==> src/rtl/vga_pkg.sv <==
// Shared VGA raster timing constants and the coordinate type.
// The defaults describe 640x480@60 with a 25 MHz pixel rate.
package vga_pkg;

    localparam int DEF_H_ACTIVE = 640;
    localparam int DEF_H_FP     = 16;
    localparam int DEF_H_SYNC   = 96;
    localparam int DEF_H_BP     = 48;
    localparam int DEF_V_ACTIVE = 480;
    localparam int DEF_V_FP     = 10;
    localparam int DEF_V_SYNC   = 2;
    localparam int DEF_V_BP     = 33;

    localparam int DEF_H_TOTAL = DEF_H_ACTIVE + DEF_H_FP + DEF_H_SYNC + DEF_H_BP;
    localparam int DEF_V_TOTAL = DEF_V_ACTIVE + DEF_V_FP + DEF_V_SYNC + DEF_V_BP;

    localparam int CNT_W = $clog2((DEF_H_TOTAL > DEF_V_TOTAL) ? DEF_H_TOTAL : DEF_V_TOTAL);

    typedef logic [CNT_W-1:0] coord_t;

endpackage

==> src/rtl/sync_axis_cnt.sv <==
// One raster axis: modulo counter plus active/sync window decode.
// Decodes are taken from the next count so registered outputs line up with it.
module sync_axis_cnt
    import vga_pkg::*;
#(
    parameter int ACTIVE = DEF_H_ACTIVE,
    parameter int FP     = DEF_H_FP,
    parameter int SYNC   = DEF_H_SYNC,
    parameter int BP     = DEF_H_BP
) (
    input  logic   sys_clk,
    input  logic   sys_rst_n,
    input  logic   en,
    output coord_t cnt_nxt,
    output logic   wrap,
    output logic   active_nxt,
    output logic   sync_nxt
);

    localparam int     TOTAL   = ACTIVE + FP + SYNC + BP;
    localparam coord_t LAST    = coord_t'(TOTAL - 1);
    localparam coord_t ACT_END = coord_t'(ACTIVE);
    localparam coord_t SYNC_LO = coord_t'(ACTIVE + FP);
    localparam coord_t SYNC_HI = coord_t'(ACTIVE + FP + SYNC);

    coord_t cnt;

    always_comb begin
        wrap    = en && (cnt == LAST);
        cnt_nxt = cnt;
        if (en) begin
            cnt_nxt = (cnt == LAST) ? '0 : cnt + coord_t'(1);
        end
        active_nxt = (cnt_nxt < ACT_END);
        sync_nxt   = (cnt_nxt >= SYNC_LO) && (cnt_nxt < SYNC_HI);
    end

    // Reset to the last blanking position so the first enable lands on 0.
    always_ff @(posedge sys_clk or negedge sys_rst_n) begin
        if (!sys_rst_n) begin
            cnt <= LAST;
        end else begin
            cnt <= cnt_nxt;
        end
    end

endmodule

==> src/rtl/vga_sync_gen.sv <==
// VGA raster timing generator driven by a pixel enable on the system clock.
// All outputs are registered from the next counter values, so no pixel latency.
module vga_sync_gen
    import vga_pkg::*;
#(
    parameter int H_ACTIVE = DEF_H_ACTIVE,
    parameter int H_FP     = DEF_H_FP,
    parameter int H_SYNC   = DEF_H_SYNC,
    parameter int H_BP     = DEF_H_BP,
    parameter int V_ACTIVE = DEF_V_ACTIVE,
    parameter int V_FP     = DEF_V_FP,
    parameter int V_SYNC   = DEF_V_SYNC,
    parameter int V_BP     = DEF_V_BP,
    parameter bit SYNC_POL = 1'b0
) (
    input  logic             sys_clk,
    input  logic             sys_rst_n,
    input  logic             pix_ce,
    output logic             hsync,
    output logic             vsync,
    output logic             de,
    output logic [CNT_W-1:0] pix_x,
    output logic [CNT_W-1:0] pix_y,
    output logic             line_start,
    output logic             frame_start
);

    localparam int H_TOTAL = H_ACTIVE + H_FP + H_SYNC + H_BP;
    localparam int V_TOTAL = V_ACTIVE + V_FP + V_SYNC + V_BP;

    if (H_TOTAL > 2 ** CNT_W || V_TOTAL > 2 ** CNT_W) begin : g_bad_total
        $error("vga_sync_gen: raster total exceeds counter range");
    end
    if (H_ACTIVE < 1 || H_FP < 1 || H_SYNC < 1 || H_BP < 1 ||
        V_ACTIVE < 1 || V_FP < 1 || V_SYNC < 1 || V_BP < 1) begin : g_bad_width
        $error("vga_sync_gen: every width and porch must be at least 1");
    end

    coord_t h_nxt, v_nxt;
    logic   h_wrap, v_wrap;
    logic   h_act_nxt, v_act_nxt;
    logic   h_sync_nxt, v_sync_nxt;
    logic   v_en;

    assign v_en = pix_ce & h_wrap;

    sync_axis_cnt #(
        .ACTIVE (H_ACTIVE),
        .FP     (H_FP),
        .SYNC   (H_SYNC),
        .BP     (H_BP)
    ) u_h_cnt (
        .sys_clk    (sys_clk),
        .sys_rst_n  (sys_rst_n),
        .en         (pix_ce),
        .cnt_nxt    (h_nxt),
        .wrap       (h_wrap),
        .active_nxt (h_act_nxt),
        .sync_nxt   (h_sync_nxt)
    );

    sync_axis_cnt #(
        .ACTIVE (V_ACTIVE),
        .FP     (V_FP),
        .SYNC   (V_SYNC),
        .BP     (V_BP)
    ) u_v_cnt (
        .sys_clk    (sys_clk),
        .sys_rst_n  (sys_rst_n),
        .en         (v_en),
        .cnt_nxt    (v_nxt),
        .wrap       (v_wrap),
        .active_nxt (v_act_nxt),
        .sync_nxt   (v_sync_nxt)
    );

    // h_wrap/v_wrap already include pix_ce, so strobes drop to 0 on idle cycles.
    always_ff @(posedge sys_clk or negedge sys_rst_n) begin
        if (!sys_rst_n) begin
            de          <= 1'b0;
            hsync       <= ~SYNC_POL;
            vsync       <= ~SYNC_POL;
            pix_x       <= '0;
            pix_y       <= '0;
            line_start  <= 1'b0;
            frame_start <= 1'b0;
        end else begin
            line_start  <= h_wrap;
            frame_start <= v_wrap;
            if (pix_ce) begin
                de    <= h_act_nxt && v_act_nxt;
                hsync <= h_sync_nxt ? SYNC_POL : ~SYNC_POL;
                vsync <= v_sync_nxt ? SYNC_POL : ~SYNC_POL;
                pix_x <= (h_act_nxt && v_act_nxt) ? h_nxt : '0;
                pix_y <= v_act_nxt ? v_nxt : '0;
            end
        end
    end

endmodule

==> config.mk <==
export PLATFORM = sky130hd
export DESIGN_NAME = vga_sync_gen
export DESIGN_NICKNAME = d
export VERILOG_FILES = /design/src/rtl/vga_pkg.sv /design/src/rtl/sync_axis_cnt.sv /design/src/rtl/vga_sync_gen.sv
export SDC_FILE = /design/constraint.sdc
export NUM_CORES = 1
export LEC_CHECK = 0
export CAP_MARGIN = 40
export CORE_UTILIZATION = 57
export CTS_BUF_LIST = sky130_fd_sc_hd__clkbuf_4 sky130_fd_sc_hd__clkbuf_8
export DETAILED_ROUTE_END_ITERATION = 7
export PLACE_DENSITY = 0.82
export SLEW_MARGIN = 20
export SYNTH_ARGS = -nofsm -noshare
export SYNTH_HDL_FRONTEND = slang
export SYNTH_SLANG_ARGS = --single-unit
==> constraint.sdc <==
create_clock -name sys_clk -period 3.37 [get_ports sys_clk]
set_input_delay 0.674 -clock sys_clk [delete_from_list [all_inputs] [get_ports sys_clk]]
set_output_delay 0.674 -clock sys_clk [all_outputs]
set_load 0.05 [all_outputs]
; Yosys cells after proc, flatten, opt, wreduce, memory -nomap -nowiden
; Cells that the tools add are included.
[totals]
ff_bits = 45
word_cells = 33
in_bits = 3
output_inout_bits = 25
[classes]
n_addsub = 2
eq_ne = 2
bitwise = 1
muxes = 8
n_lt_le_gt_ge = 6
n_reduce_logical = 5
[op_table]
columns = op, count
row1 = two-way mux 10 bit, 6
row2 = adder 10 x 1 -> 10 bit (second input constant), 2
row3 = == test 10 bit (second input constant), 2
row4 = < comparator 10 bit (second input constant), 2
row5 = < comparator 10 x 9 -> 1 bit (second input constant), 2
row6 = >= comparator 10 bit (second input constant), 1
row7 = >= comparator 10 x 9 -> 1 bit (second input constant), 1
row8 = logical AND 1 bit, 5
row9 = two-way mux 1 bit, 2
row10 = bitwise AND 1 bit, 1

; Logic depth before layout (Yosys ltp)
[logic_depth]
depth_word = 7
mapped_depth = 9
ltp_nobuf = 8

; Cells and area by module
; Synthesis repeated with hierarchy kept, for this count alone.
[hier_totals]
cells_unflattened = 231
hier_area_um2 = 2382.3
[by_module_without_submodules]
columns = mod, seq_area_each_um2, cells_per_inst, n_inst, area_per_inst_um2
row1 = vga_sync_gen, 628.1, 100, 1, 1081.0
row2 = sync_axis_cnt at u_v_cnt, 254.0, 70, 1, 685.7
row3 = sync_axis_cnt at u_h_cnt, 259.0, 61, 1, 615.6

; Least setup slack after synthesis
; No wires, ideal clock.
[synth_timing]
path_kind = register to register
from = reg u_h_cnt.cnt[0]
to = reg pix_x[0]
arrival_time_ns = 2.501
path_stages_with_launch = 9
t_required_ns = 3.231
slack_ns = 0.730
path_buffers = 1
period_less_slack_ns = 2.640
setup_ns = 0.139
path_cell_list = dfstp_2 -> ha_1 -> and4_1 -> nand4_2 -> or4_1 -> a222oi_1 -> a211o_1 -> buf_4 -> o32ai_1
[synth_between]
elab_chain_len = 7
elab_cells_between_ends = 11
cone_classes = 1 x add/sub / 2 x order compare / 1 x eq/ne / 4 x mux / 1 x bitwise / 2 x reduce/logical
[synth_lines]
columns = element, line
row1 = "start, declared", sync_axis_cnt.sv:26  ; coord_t cnt;
row2 = "start signal, assigned", sync_axis_cnt.sv:43  ; cnt <= cnt_nxt;
row3 = branches (longest 6 deep; another with adder 10 x 1 -> 10 bit), --
row4 = two-way mux 10 bit *, vga_sync_gen.sv:94  ; pix_x <= (h_act_nxt && v_act_nxt) ? h_nxt : '0;
row5 = "end signal, assigned", vga_sync_gen.sv:94
row6 = "end, declared", vga_sync_gen.sv:22  ; output logic [CNT_W-1:0] pix_x,
; Mark *: on every way between the ends.
; A chain may end at the register's enable or synchronous reset.

; Worst setup path after layout
[layout_timing]
from = reg u_h_cnt.cnt[0]
to = reg pix_y[0]
[layout_between]
elab_chain_len = 6
[layout_lines]
columns = element, line
row1 = == test 10 bit *, sync_axis_cnt.sv:29  ; wrap = en && (cnt == LAST);
row2 = logical AND 1 bit *, sync_axis_cnt.sv:29
row3 = bitwise AND 1 bit *, vga_sync_gen.sv:45  ; assign v_en = pix_ce & h_wrap;
row4 = two-way mux 10 bit *, sync_axis_cnt.sv:31  ; if (en) begin
row5 = < comparator 10 x 9 -> 1 bit, sync_axis_cnt.sv:34  ; active_nxt = (cnt_nxt < ACT_END);
row6 = two-way mux 10 bit *, vga_sync_gen.sv:95  ; pix_y <= v_act_nxt ? v_nxt : '0;
row7 = "end signal, assigned", vga_sync_gen.sv:95
row8 = "end, declared", vga_sync_gen.sv:23  ; output logic [CNT_W-1:0] pix_y,
; Every way passes the cells marked *; elsewhere a longest branch is shown, timed or not.

==> flow_summary.toml <==
[synthesis]
yosysWarnings = 0
synth_fa_ha_area_frac = 0.0176
synth_fp_nets = 208
syn-instance-count = 202
synth.cell_area_um2 = 2130
syn_area_per_cell_um2 = 10.6
async_flop_share = 1.00
ys_ff_latch = 45
ys_seq_area_frac = 0.535
netlist-cell-type-count = 43
synthSimpleGateAreaFrac = 0.201
ys.flop_type = "dfrtp_1"
synth_top_family_by_area = "simple AND/OR/NAND/NOR gates"
synth_mux_area_frac = 0.00996
synth_compound_area_frac = 0.146
synth_xor_area_frac = 0.0451
synth_edf_count = 0

[pwr]
pwr-share-clk = 0.297
switching_power_uw = 459
p_per_area_nw_per_um2 = 556
leakagePower_nw = 1.08
switching_share = 0.321
seqPwrFrac = 0.476
peakVddDrop_mv = 0.568
p_int_uw = 972
combPwrFrac = 0.227

[timing]
finalClockSkew_ns = 0.00443
tns_ns = 0
min_period_ns = 2.95
setup_viol = 0
worst_pin_slew_ns = 0.573
whs_ns = 0.319
maxSlewViolCount = 0
clock.fmax_mhz = 339
fin_crit_sh = 0.875
hold_viol = 0
relSlewSlack = 0.617
rsz0062_at_grt = "no"

[clocking]
htree_levels = 2
cts_setup_buffers = 0
clk_latency_ns = 0.30
cts_tree = "yes"
cts_buffers = 5
cts_root_buf = "clkbuf_8"
clk_pin_slew_ns = 0.09
clock_path_buffers = 2
cts_resized = 0
ctsHoldBuffers = 0
clock_sinks = 45

[detailed_routing]
drt_first_iter_violations = 151
routed_wl_um = 4680
routedWlPerCell_um = 16.9
ant_nets = 0
first_pass_iters = 4
drc_errors = 0
num_vias = 1680
vias_per_cell = 6.06

[placed_design]
gp_congestion = 0.957
dp_hpwl_um = 3240
portBuffers = 27

[setup_path]
path_cells = "ha_1, and4_1, nand4_2, buf_4, or3_1, a222oi_1, or2_1, o2bb2ai_1"
crit_buf_inv = 1
cp_top_family = "simple AND/OR/NAND/NOR gates"
required_ns = 3.55
cpPeakStageDelay_ns = 0.58
worstPathArrival_ns = 3.13
critPathLaunchType = "register"
cpMaxStageDelayCell = "dfstp_2"
end_kind = "register"
crit_fanout = 16
critPathKind = "register to register"

[floorplan]
die_w_um = 63.2
die-area_um2 = 3990
die_h_um = 63.2
start_util = 0.615
num_rows = 21
core_um2 = 3470
ios = 28

[job]
drv_cap = 0

[layout]
layout-drive-gt1-share = 0.130
nets = 236
fill_cells = 229
areaGrowthSynthToFinish_pct = 20.6
antenna_cells = 0

[global_route]
antenna_found_initial = 0
grt_pass1_vias = 1671
grt_max_degree = 34
grt_use_total = 0.261
grt_overflow = 0
grt_pass1_wl_um = 7920

[worst_hold_path]
min_path_type = "input port to asynchronous set/reset pin"

[outcome]
status = "finished clean"
metrics by stage:
step | utilization | total power [mW] | setup WS, ns | instances | area [um^2]
final | 0.742 | 1.43 | 0.420 | 277 | 2570
after global routing | 0.742 | 1.49 | 0.273 | 277 | 2570
after CTS | 0.742 | 1.44 | 0.439 | 277 | 2570
after detailed placement | 0.708 | 1.01 | 0.285 | 269 | 2450
after global placement | 0.700 | 0.998 | 0.299 | 268 | 2430
after floorplan | - | 0.900 | 0.730 | 202 | 2130
worst reg2reg max path: cells and delay by family, from the launching register on:
family | cells | cell delay [ns]
simple gates | 4 | 1.15
flops | 1 | 0.58
fa+ha+maj | 1 | 0.21
compound gates | 2 | 0.67
buf+inv | 1 | 0.20
layout make-up:
| cell class | count | area [um^2] | area share |
|---|---|---|---|
| flip-flops and latches | 45 | 1140 | 0.443 |
| multi-input cells | 136 | 896 | 0.348 |
| repair buffers | 32 | 323 | 0.125 |
| clock buffers | 6 | 82.6 | 0.0321 |
| well taps | 46 | 57.6 | 0.0224 |
| clock inverters | 2 | 37.5 | 0.0146 |
| inverters | 10 | 37.5 | 0.0146 |
power by group through the flow:
stage	logic, mW	registers, mW	clock network [mW]
2_1_floorplan	0.115	0.785	0
3_3_place_gp	0.316	0.682	0
3_5_place_dp	0.322	0.687	0
4_1_cts	0.325	0.679	0.433
5_1_grt	0.345	0.689	0.452
6_report	0.325	0.681	0.425
cell usage in the layout, fill, tap and decap left out, drive strengths merged, types with 2 or more instances in the layout:
| cell | instances |
|---|---|
| inv | 9 |
| xor2 | 5 |
| xnor2 | 6 |
| nor4 | 2 |
| a31oi | 3 |
| nand4 | 8 |
| clkdlybuf4s50 | 26 |
| a211o | 2 |
| dfrtp | 33 |
| o2bb2ai | 16 |
| and4 | 3 |
| or3 | 3 |
| o21ai | 8 |
| nand2 | 29 |
| nand3 | 7 |
| dfstp | 12 |
| nor3 | 2 |
| a21oi | 3 |
| buf | 6 |
| nor2 | 11 |
| nor3b | 3 |
| nor2b | 4 |
| clkbuf | 6 |
| nor4b | 4 |
| ha | 3 |
Yosys cell counts (2+ instances only):
library cell | instances | area, um^2
inv_1 | 9 | 33.8
o21ai_0 | 7 | 35.0
nor3_1 | 2 | 10.0
and4_1 | 3 | 26.3
nor2_1 | 11 | 41.3
nor3b_1 | 3 | 22.5
a211o_1 | 2 | 17.5
ha_1 | 3 | 37.5
or3_1 | 3 | 18.8
dfstp_2 | 12 | 315
clkbuf_1 | 8 | 30.0
nand3_1 | 7 | 35.0
a21oi_1 | 3 | 15.0
nor2b_1 | 4 | 25.0
dfrtp_1 | 33 | 826
nand2_1 | 29 | 109
o2bb2ai_1 | 16 | 140
xor2_1 | 5 | 43.8
a31oi_1 | 3 | 18.8
nor4b_1 | 3 | 26.3
buf_6 | 2 | 22.5
xnor2_1 | 6 | 52.6
nor4_1 | 2 | 12.5
nand4_1 | 7 | 43.8
metal layers:
layer,part of all wire,up-vias,global-route usage
li1,-,778,-
met1,0.46,810,0.369
met2,0.44,80,0.375
met3,0.076,12,0.0779
met4,0.020,0,0.105
met5,0,-,0
registers in the layout (all words and copies together), names as in the netlist:
| name | cells |
|---|---|
| pix_x | 10 |
| pix_y | 10 |
| u_h_cnt.cnt | 10 |
| u_v_cnt.cnt | 10 |
| de | 1 |
| frame_start | 1 |
| hsync | 1 |
| line_start | 1 |
| vsync | 1 |
final timing paths:
path / cells past startpoint / endpoint / slack, ns / start
worst max-delay path: 8 / pix_y[0] / 0.42 / u_h_cnt.cnt[0]
worst min-delay path: 1 / pix_x[5] / 0.32 / sys_rst_n
worst max register to register: 8 / pix_y[0] / 0.42 / u_h_cnt.cnt[0]
worst min register to register: 1 / pix_y[6] / 0.49 / pix_y[6]
max in group asynchronous: 2 / u_h_cnt.cnt[8] / 2.49 / sys_rst_n
min in group sys_clk: 1 / pix_y[6] / 0.49 / pix_y[6]
logic make-up (layout without fill, tap and decap cells):
logic type               Yosys count  in the layout
flip-flops                        45             45
adder cells (fa/ha/maj)            3              3
buffers and inverters             21             50
AND/OR/NAND/NOR                   79             79
multiplexers                       2              2
AO/OA/AOI/OAI                     41             41
XOR/XNOR                          11             11
(Power assumes the default switching activity.)
